## config.mk

```make
export PLATFORM = sky130hd
export DESIGN_NAME = timestamp_capture
export DESIGN_NICKNAME = d
export VERILOG_FILES = /design/src/rtl/timestamp_capture.sv
export SDC_FILE = /design/constraint.sdc
export NUM_CORES = 1
export LEC_CHECK = 0
export ABC_CLOCK_PERIOD_IN_PS = 5600
export BUFFER_PORTS_ARGS = -buffer_cell sky130_fd_sc_hd__buf_2
export CORE_MARGIN = 2
export CORE_UTILIZATION = 50
export CTS_BUF_LIST = sky130_fd_sc_hd__clkbuf_2 sky130_fd_sc_hd__clkbuf_4 sky130_fd_sc_hd__clkbuf_8
export DETAILED_ROUTE_END_ITERATION = 7
export PLACE_DENSITY = 0.7
export SKIP_LAST_GASP = 1
export SLEW_MARGIN = 20
export SYNTH_ARGS = -nofsm -noshare
export SYNTH_HDL_FRONTEND = slang
export SYNTH_SLANG_ARGS = --single-unit
```

## constraint.sdc

```tcl
create_clock -name clk -period 5.6 [get_ports clk]
set_clock_uncertainty 0.1 [all_clocks]
set_input_delay 1.12 -clock clk [delete_from_list [all_inputs] [get_ports clk]]
set_output_delay 1.12 -clock clk [all_outputs]
set_load 0.01 [all_outputs]
```

## src/rtl/timestamp_capture.sv

```systemverilog
// Event timestamp capture: synchronizes an async event, stamps it with
// a free-running count and queues the stamps in a small FIFO.
module timestamp_capture #(
    parameter int WIDTH = 30,
    parameter int DEPTH = 4
) (
    input  logic           clk,
    input  logic           reset,
    input  logic [WIDTH:0] count_in,
    input  logic           evt_in,
    output logic [WIDTH:0] ts_data,
    output logic           ts_valid,
    input  logic           ts_ready,
    input  logic           clr_ovf,
    output logic           overflow,
    output logic [7:0]     drop_cnt
);

    localparam int AW = $clog2(DEPTH);

    logic           s1;
    logic           s2;
    logic           s3;
    logic [AW:0]    wptr;
    logic [AW:0]    rptr;
    logic [AW:0]    rptr_n;
    logic [WIDTH:0] mem [DEPTH];
    logic           detect;
    logic           full;
    logic           pop;
    logic           push;
    logic           drop;
    logic           valid_n;

    assign detect = s2 & ~s3;
    assign full   = (wptr[AW] != rptr[AW]) &&
                    (wptr[AW-1:0] == rptr[AW-1:0]);
    assign pop    = ts_valid & ts_ready;
    assign push   = detect & (~full | pop);
    assign drop   = detect & full & ~pop;
    assign rptr_n = rptr + {{AW{1'b0}}, pop};
    // Head view lags the write by one edge; no write-to-read bypass.
    assign valid_n = (wptr != rptr_n);

    // s1/s2 resolve metastability; s3 remembers the previous level.
    always_ff @(posedge clk or negedge reset) begin
        if (!reset) begin
            s1 <= 1'b0;
            s2 <= 1'b0;
            s3 <= 1'b0;
        end else begin
            s1 <= evt_in;
            s2 <= s1;
            s3 <= s2;
        end
    end

    always_ff @(posedge clk or negedge reset) begin
        if (!reset) begin
            wptr <= '0;
            rptr <= '0;
        end else begin
            wptr <= wptr + {{AW{1'b0}}, push};
            rptr <= rptr_n;
        end
    end

    always_ff @(posedge clk) begin
        if (push) begin
            mem[wptr[AW-1:0]] <= count_in;
        end
    end

    // Under full+pop the write lands in the slot being freed, never rptr_n.
    always_ff @(posedge clk or negedge reset) begin
        if (!reset) begin
            ts_valid <= 1'b0;
            ts_data  <= '0;
        end else begin
            ts_valid <= valid_n;
            ts_data  <= valid_n ? mem[rptr_n[AW-1:0]] : '0;
        end
    end

    always_ff @(posedge clk or negedge reset) begin
        if (!reset) begin
            overflow <= 1'b0;
            drop_cnt <= 8'd0;
        end else if (clr_ovf) begin
            overflow <= drop;
            drop_cnt <= {7'd0, drop};
        end else if (drop) begin
            overflow <= 1'b1;
            if (drop_cnt != 8'hFF) begin
                drop_cnt <= drop_cnt + 8'd1;
            end
        end
    end

endmodule

```

==> impl_metrics.tcl, run 1 <==
set metrics [dict create \
    status "finished clean" \
    synth_top_family_by_area "multiplexers" \
    synthMuxAreaShare_pct 11.6 \
    synth_fp_nets 360 \
    drv_cap 0 \
    met3_usage_pct 5.15 \
    rows 41 \
    synth_seq_cells 174 \
    rr_startpoint "ts_valid" \
    rr_worst_depth 9 \
    cts_buffer_depth 2 \
    synth_compound_area_share_pct 1.35 \
    start_kind "input pin" \
    synthSimpleGateAreaFrac_pct 6.17 \
    crit_required_ns 5.83 \
    final_antenna_net_count 0 \
    grt.total_usage_pct 16.9 \
    grt_remaining_overflow 0 \
    min_period_ns 3.34 \
    fin_ws_ns 2.26 \
    cp-end-kind "flop" \
    hold_class "reg -> reg" \
    min_to "s2" \
    nNetsFinal 450 \
    numCtsBuffers 17 \
    ctsResizeCount 0 \
    start_util_pct 51.0 \
    route.detailed.drc 0 \
    drive_above_1_share_pct 37.4 \
    clk_pin_slew_worst_paths_ns 0.08 \
    reg2reg_slack_ns 2.63 \
    seq_area_frac_synth_pct 77.7 \
    dp_worst_setup_slack_ns 1.45 \
    synth_fa_ha_area_share_pct 0.977 \
    avgSynthCellArea_um2 20.1 \
    hold_ws_ns 0.255 \
    antenna_found_initial 0 \
    cts.sinks 174 \
    wl_per_cell_um 17.6 \
    grt_max_degree 51 \
    ir_drop_mv 0.217 \
    utilization_pct 59.4 \
    dp_cells 562 \
    grt_use_met1_pct 19.5 \
    finalSetupTns_ns 0 \
    synthCells 319 \
    rsz0062_at_grt "false" \
    grt_pass1_wl_um 16400 \
    ctsHoldBuffers 0 \
    totalWireLength_um 10400 \
    fillerInstances 940 \
    io_buffer_count 76 \
    grt.busiest_layer "met2" \
    hold_viol 0 \
    syn_to_final_growth_pct 16.5 \
    slew_viol_final 0 \
    leakage_nw 2.78 \
    clock_latency_ns 0.44 \
    dp_hpwl_um 6360 \
    gr-usage-met2_pct 29.0 \
    period_share_pct 59.7 \
    cts_tree "built" \
    critPathKind "in -> reg" \
    first_iter_violations 155 \
    cts.htree.levels 4 \
    syn-cell-area_um2 6400 \
    worstPathArrival_ns 3.57 \
    antenna_cells 0 \
    path_max_fanout 33 \
    via_count 3073 \
    timing.slew.headroom_pct 43.5 \
    setup_viol 0 \
    via_per_inst 5.17 \
    grt_pass1_vias 3246 \
    min-delay-start "s1" \
    timing.fmax_mhz 299 \
    die_area_um2 13700 \
    gp_congestion 0.759 \
    root_buffer "clkbuf_8" \
    ys_warn_count 0 \
    top_level_ports 77 \
    instances_no_fill 594 \
    core_um2 12600 \
    p_per_area_nw_per_um2 512 \
    worstMarginPinSlew_ns 0.848 \
    synth_xor_area_share_pct 0.957 \
    hold_path_depth 0 \
    die_x_um 117 \
    rr_endpoint "ts_data[12]" \
    synth_cell_type_count 34 \
    first_pass_iters 4 \
    die_y_um 117 \
    post-cts-setup-buffers 0 \
]
-- sequential cells by signal (all words and copies together) (netlist names) --
signal,flops
drop_cnt,8
s1,1
mem,124
s2,1
s3,1
overflow,1
ts_valid,1
rptr,3
wptr,3
ts_data,31
-- how the worst max path moves through the flow --
stage | from | end | slack, ns | cells past startpoint
detailed placement | ts_ready | ts_data[12] | 1.45 | 10
CTS | ts_ready | ts_data[0] | 1.93 | 10
global placement | ts_ready | ts_data[16] | 1.50 | 10
floorplan | ts_ready | mem[2][0] | 1.05 | 4
finish | ts_ready | ts_data[12] | 2.26 | 10
global route | ts_ready | ts_data[16] | 2.04 | 10
-- cell type report --
type	count	area, um^2	area share [%]
clock buffer	20	256	3.44
clock inverter	12	169	2.26
inverter	5	18.8	0.252
multi-input combinational	126	1380	18.5
sequential	174	4970	66.7
tap	172	215	2.88
timing repair buffer	85	448	6.00
-- Yosys cell counts --
master     count  area (um^2)
edfxtp_1     124         3720
dfrtp_1       50         1250
nor2b_1       34          213
mux4_2        31          698
clkbuf_1       9         33.8
nand2_1        6         22.5
ha_1           5         62.6
inv_1          5         18.8
nor2_1         5         18.8
o31ai_1        4         30.0
xor2_1         4         35.0
a21oi_1        3         15.0
buf_2          3         15.0
mux2_2         3         33.8
nor3b_1        3         22.5
nor4_1         3         18.8
o21ai_0        3         15.0
or4_1          3         22.5
xnor2_1        3         26.3
nand2b_1       2         12.5
nand3_1        2         10.0
nor3_1         2         10.0
a211o_1        1         8.76
and2_1         1         6.26
and3_1         1         6.26
and3_2         1         7.51
buf_1          1         3.75
buf_6          1         11.3
mux2i_1        1         10.0
nand4_1        1         6.26
o2111ai_1      1         8.76
o2bb2ai_1      1         8.76
or2b_1         1         7.51
or4_4          1         11.3
-- critical path: stages --
cell,delay [ns]
buf_2,0.09
and2_1,0.14
ha_2,0.17
ha_2,0.31
buf_4,0.40
xnor2_1,0.17
nand2_1,0.10
nor3b_4,0.63
buf_4,0.35
nor2b_1,0.08
-- report_power, final --
part           internal (mW)  switching (mW)
Sequential              1.65          0.0918
Combinational          0.584           0.588
Clock                  0.497           0.411
Total                   2.73            1.09
-- cell usage in the layout (no fill, tap or decap), drive strengths merged, types with 4 or more instances in the layout --
cell / n
nor2: 5
dfrtp: 50
ha: 5
mux4: 31
nor2b: 34
edfxtp: 124
clkbuf: 20
inv: 5
or4: 4
xor2: 4
nand2: 6
o31ai: 4
bufinv: 4
buf: 85
clkinv: 7
-- per-stage QoR --
stage	power [mW]	cell area, um^2
2_1_floorplan	2.61	6400
3_3_place_gp	2.94	7030
3_5_place_dp	2.97	7030
4_1_cts	3.88	7450
5_1_grt	4.05	7460
6_report	3.82	7460
-- logic make-up after synthesis --
| kind of cell | Yosys count |
|---|---|
| AO/OA/AOI/OAI | 13 |
| flip-flops | 174 |
| XOR/XNOR | 7 |
| multiplexers | 35 |
| adder cells (fa/ha/maj) | 5 |
| AND/OR/NAND/NOR | 66 |
| buffers and inverters | 19 |
-- metal layers --
metal	vias up	wire length, um
met1	1579	4370
li1	1417	-
met3	13	372
met4	0	148
met5	-	0
met2	64	5560
Note: power is estimated with default switching activity, not from simulation.
==> run 2: changes to the inputs <==
--- a/config.mk
+++ b/config.mk
@@ -5,7 +5,7 @@
 export SDC_FILE = /design/constraint.sdc
 export NUM_CORES = 1
 export LEC_CHECK = 0
-export ABC_CLOCK_PERIOD_IN_PS = 5600
+export ABC_CLOCK_PERIOD_IN_PS = 3500
 export BUFFER_PORTS_ARGS = -buffer_cell sky130_fd_sc_hd__buf_2
 export CORE_MARGIN = 2
 export CORE_UTILIZATION = 50
==> constraint.sdc (replaced) <==
create_clock -name clk -period 3.5 [get_ports clk]
set_clock_uncertainty 0.1 [all_clocks]
set_input_delay 0.7 -clock clk [delete_from_list [all_inputs] [get_ports clk]]
set_output_delay 0.7 -clock clk [all_outputs]
set_load 0.01 [all_outputs]
==> run 2 against run 1 <==
  * Combinational power increased by 70%
  * Count of clock-buffer cells in the layout decreased by 1
  * Hold slack got worse by 0.12 ns
  * Clock power increased by 49%
  * Cell area about the same
  * Setup slack got worse by 1.8 ns
  * Critical path depth decreased by 5
  * Sequential share of layout area about the same
  * Routed wire length increased by 5.1%
  * Die area unchanged
  * Core utilization about the same
==> impl_metrics.tcl, run 2 (synthesis results as in run 1) <==
set metrics [dict create \
    critPathKind "reg -> reg" \
    crit_cells 5 \
    syn_to_final_growth_pct 16.4 \
    hold_class "in -> async" \
    crit_chain "xor2_1 -> or4_4 -> or2b_1 -> nor3b_4 -> buf_4" \
    core_um2 12600 \
    worstMarginPinSlew_ns 0.984 \
    final_common_cell "edfxtp_1" \
    multi_input_area_um2 1390 \
    path_buf_inv 1 \
    critPathSlowestCell "nor3b_4" \
    wl_per_cell_um 18.5 \
    io_buffer_count 76 \
    dpl_cell_area_um2 7060 \
    crit_family "simple AND/OR/NAND/NOR gates" \
    final_antenna_net_count 0 \
    ir_drop_mv 0.438 \
    register_area_um2 4970 \
    hold_viol 0 \
    totalWireLength_um 11000 \
    setup_viol 0 \
    first_iter_violations 238 \
    cts.htree.levels 4 \
    numCtsBuffers 17 \
    cp-end-kind "flop" \
    cts_tree "built" \
    fillerInstances 929 \
    rr_worst_depth 5 \
    critical-path-max-stage-delay_ns 0.86 \
    mostFrequentLayoutCells "edfxtp_1 (124), buf_2 (75), dfrtp_1 (50), nor2b_1 (34), mux4_2 (31)" \
    ctsResizeCount 0 \
    worstPathArrival_ns 3.05 \
    cts.sinks 174 \
    drv_cap 0 \
    die_area_um2 13700 \
    via_count 3084 \
    timing.slew.headroom_pct 34.3 \
    finalSetupTns_ns 0 \
    post-cts-setup-buffers 0 \
    path_max_fanout 16 \
    antenna_found_initial 2 \
    timing.fmax_mhz 332 \
    slew_viol_final 0 \
    via_per_inst 5.18 \
    die_y_um 117 \
    root_buffer "clkbuf_8" \
    status "finished clean" \
    grt_remaining_overflow 0 \
    p_per_area_nw_per_um2 822 \
    dp_hpwl_um 6870 \
    period_share_pct 86.2 \
    clk_pin_slew_worst_paths_ns 0.08 \
    drive_above_1_share_pct 37.0 \
    final_cell_area_um2 7460 \
    start_util_pct 51.0 \
    grt.total_usage_pct 17.8 \
    start_kind "flop" \
    clock_latency_ns 0.45 \
    rr_startpoint "wptr[1]" \
    first_pass_iters 5 \
    largest_reg_flops 124 \
    rows 41 \
    grt_max_degree 41 \
    crit_required_ns 3.53 \
    route.detailed.drc 0 \
    top_level_ports 77 \
    die_x_um 117 \
    nNetsFinal 450 \
    grt_pass1_wl_um 17300 \
    startpoint "wptr[1]" \
    min_period_ns 3.02 \
    grt_pass1_vias 3251 \
    ctsHoldBuffers 0 \
    gp_congestion 0.770 \
    cts_buffer_depth 2 \
    leakage_nw 2.77 \
    rsz0062_at_grt "false" \
]
-- run 2: area by class of cell --
type / count / area share [%]
Clock inverter: 13 / 1.81
Multi-Input combinational cell: 126 / 18.7
Antenna cell: 1 / 0.0336
Sequential cell: 174 / 66.7
Tap cell: 172 / 2.89
Timing Repair Buffer: 85 / 6.21
Clock buffer: 19 / 3.42
Inverter: 5 / 0.252
-- run 2: per-stage QoR --
| step | util [%] | power (mW) | std cells | worst slack [ns] | hold WS [ns] |
|---|---|---|---|---|---|
| global route | 59.3 | 6.49 | 594 | 0.294 | 0.167 |
| CTS | 59.3 | 6.23 | 594 | 0.461 | 0.237 |
| detailed placement | 56.2 | 4.87 | 562 | 0.228 | 0.242 |
| floorplan | - | 4.18 | 319 | 0.439 | 0.231 |
| global placement | 56.2 | 4.80 | 562 | 0.291 | 0.245 |
| finish | 59.3 | 6.13 | 595 | 0.484 | 0.138 |
-- run 2: final timing paths --
path | slack [ns] | to
max reg2reg | 0.48 | mem[2][0]
min in group clk | 0.27 | s2
max in group asynchronous | 2.58 | ts_data[21]
min reg2reg | 0.27 | s2
max | 0.48 | mem[2][0]
min | 0.14 | ts_data[7]
-- run 2: report_power, final --
group / total, mW / switching, mW / leakage [nW] / internal, mW
clock: 1.35 / 0.690 / 0.198 / 0.662
combinational: 1.99 / 1.01 / 0.836 / 0.982
sequential: 2.79 / 0.148 / 1.74 / 2.64
total: 6.13 / 1.84 / 2.77 / 4.29
-- run 2: worst register-to-register path, delay by kind of cell, from the launching register on --
kind	cells	cell delay [ns]
XOR/XNOR	1	0.19
buffers and inverters	1	0.41
flip-flops	1	0.56
AND/OR/NAND/NOR	3	1.44
-- run 2: routing by layer --
layer | vias up | share of wire (%) | track usage, %
li1 | 1417 | - | -
met5 | - | 0 | 0
met4 | 0 | 1.4 | 7.06
met2 | 74 | 50 | 28.1
met3 | 12 | 4.6 | 5.20
met1 | 1581 | 44 | 23.5
==> run 3: changes to the inputs <==
--- a/config.mk
+++ b/config.mk
@@ -6,12 +6,11 @@
 export NUM_CORES = 1
 export LEC_CHECK = 0
 export ABC_CLOCK_PERIOD_IN_PS = 3500
-export BUFFER_PORTS_ARGS = -buffer_cell sky130_fd_sc_hd__buf_2
 export CORE_MARGIN = 2
 export CORE_UTILIZATION = 50
 export CTS_BUF_LIST = sky130_fd_sc_hd__clkbuf_2 sky130_fd_sc_hd__clkbuf_4 sky130_fd_sc_hd__clkbuf_8
 export DETAILED_ROUTE_END_ITERATION = 7
-export PLACE_DENSITY = 0.7
+export DONT_BUFFER_PORTS = 1
 export SKIP_LAST_GASP = 1
 export SLEW_MARGIN = 20
 export SYNTH_ARGS = -nofsm -noshare
==> run 3 against run 2 <==
  * Setup slack improved by 0.21 ns
  * First-iteration DRC count fell by 23%
  * Power fell by 3.2%
  * Global-route usage fell by 1.1 points
  * Final cell count fell by 13%
  * Core utilization fell by 2.8 points
  * Register-to-register slack improved by 0.21 ns
  * Clock power barely moved
  * Critical endpoint is now mem[3][3]
==> impl_metrics.tcl, run 3 (synthesis results as in run 1) <==
set metrics [dict create \
    status "finished clean" \
    crit_required_ns 3.49 \
    syn_to_final_growth_pct 10.9 \
    die_area_um2 13700 \
    ctsResizeCount 0 \
    numCtsBuffers 17 \
    wl_per_cell_um 20.1 \
    largest_reg_flops 124 \
    leakage_nw 2.47 \
    setup_viol 0 \
    register_area_um2 4970 \
    cts_tree "built" \
    hold_viol 0 \
    post-cts-setup-buffers 0 \
    first_pass_iters 4 \
    route.detailed.drc 0 \
    timing.fmax_mhz 356 \
    rows 41 \
    antenna_found_initial 0 \
    grt_max_degree 51 \
    drv_cap 0 \
    via_per_inst 5.46 \
    fin_ws_ns 0.690 \
    die_x_um 117 \
    grt_pass1_vias 2946 \
    period_share_pct 80.3 \
    first_iter_violations 184 \
    clock_latency_ns 0.45 \
    slew_viol_final 0 \
    top_level_ports 77 \
    start_kind "flop" \
    cts.htree.levels 4 \
    die_y_um 117 \
    fillerInstances 968 \
    clk_pin_slew_worst_paths_ns 0.08 \
    reg2reg_slack_ns 0.69 \
    multi_input_area_um2 1390 \
    min_period_ns 2.81 \
    gp_congestion 0.734 \
    ctsHoldBuffers 2 \
    drive_above_1_share_pct 23.3 \
    cp-end-kind "flop" \
    final_antenna_net_count 0 \
    grt.total_usage_pct 16.6 \
    rr_startpoint "wptr[1]" \
    worstMarginPinSlew_ns 0.814 \
    ir_drop_mv 0.367 \
    dp_hpwl_um 5910 \
    hold_class "in -> reg" \
    totalWireLength_um 10400 \
    final_common_cell "edfxtp_1" \
    cts.sinks 174 \
    rr_worst_depth 5 \
    startpoint "wptr[1]" \
    io_buffer_count 0 \
    antenna_cells 0 \
    nNetsFinal 375 \
    grt_remaining_overflow 0 \
    worstPathArrival_ns 2.80 \
    rsz0062_at_grt "false" \
    core_um2 12600 \
    finalSetupTns_ns 0 \
    critPathSlowestCell "or4_4" \
    root_buffer "clkbuf_8" \
    path_max_fanout 31 \
    grt_pass1_wl_um 15900 \
    p_per_area_nw_per_um2 835 \
    rr_endpoint "mem[3][3]" \
    dp_worst_setup_slack_ns 0.577 \
    timing.slew.headroom_pct 45.7 \
    power_mw 5.93 \
    crit_chain "xor2_1 -> or4_4 -> or2b_1 -> inv_1 -> and3_2" \
    critPathKind "reg -> reg" \
    critical-path-max-stage-delay_ns 0.63 \
    mostFrequentLayoutCells "edfxtp_1 (124), dfrtp_1 (50), nor2b_1 (34), mux4_2 (31), clkbuf_8 (21)" \
    via_count 2832 \
    cp-endpoint "mem[3][3]" \
    cts_buffer_depth 2 \
    start_util_pct 51.0 \
]
==> run 3: critical path, delay by kind of cell, from the launching register on <==
| kind | cells | cell delay (ns) |
|---|---|---|
| flip-flops | 1 | 0.52 |
| XOR/XNOR | 1 | 0.21 |
| AND/OR/NAND/NOR | 3 | 1.51 |
| buffers and inverters | 1 | 0.10 |
==> run 3: worst min-delay path by stage <==
stage          endpoint   start  slack (ns)  cells after the start
5_1_grt              s1  evt_in        0.14                      0
6_report             s1  evt_in        0.18                      0
3_3_place_gp         s2      s1        0.24                      0
3_5_place_dp         s2      s1        0.24                      0
4_1_cts              s1  evt_in        0.15                      0
2_1_floorplan        s2      s1        0.23                      0
==> run 3: stage by stage <==
stage	util (%)	hold WS (ns)	instances	instance area, um^2
floorplan	-	0.231	319	6420
global route	56.5	0.138	519	7100
finish	56.5	0.181	519	7100
CTS	56.5	0.147	519	7100
global placement	53.0	0.235	485	6660
detailed placement	53.0	0.237	485	6660
==> run 3: layout make-up <==
cell class	instances	share of cell area [%]
multi-input cells	126	19.6
inverters	5	0.264
well taps	172	3.03
flip-flops and latches	174	70.0
repair buffers	10	1.37
clock buffers	25	4.49
clock inverters	7	1.20
==> run 3: per-layer routing <==
metal  track usage (%)  up-vias  routed length, um  share of wire, %
li1                  -     1261                  -                 -
met5                 0        -                  0                 0
met3              6.75       14                637               6.1
met2              26.1       68               5250                50
met1              20.6     1489               4360                42
met4              7.29        0                163               1.6
==> run 3: report_power, final <==
part           internal [mW]  switching (mW)
registers               2.65           0.258
logic                  0.818           0.830
clock network          0.735           0.644
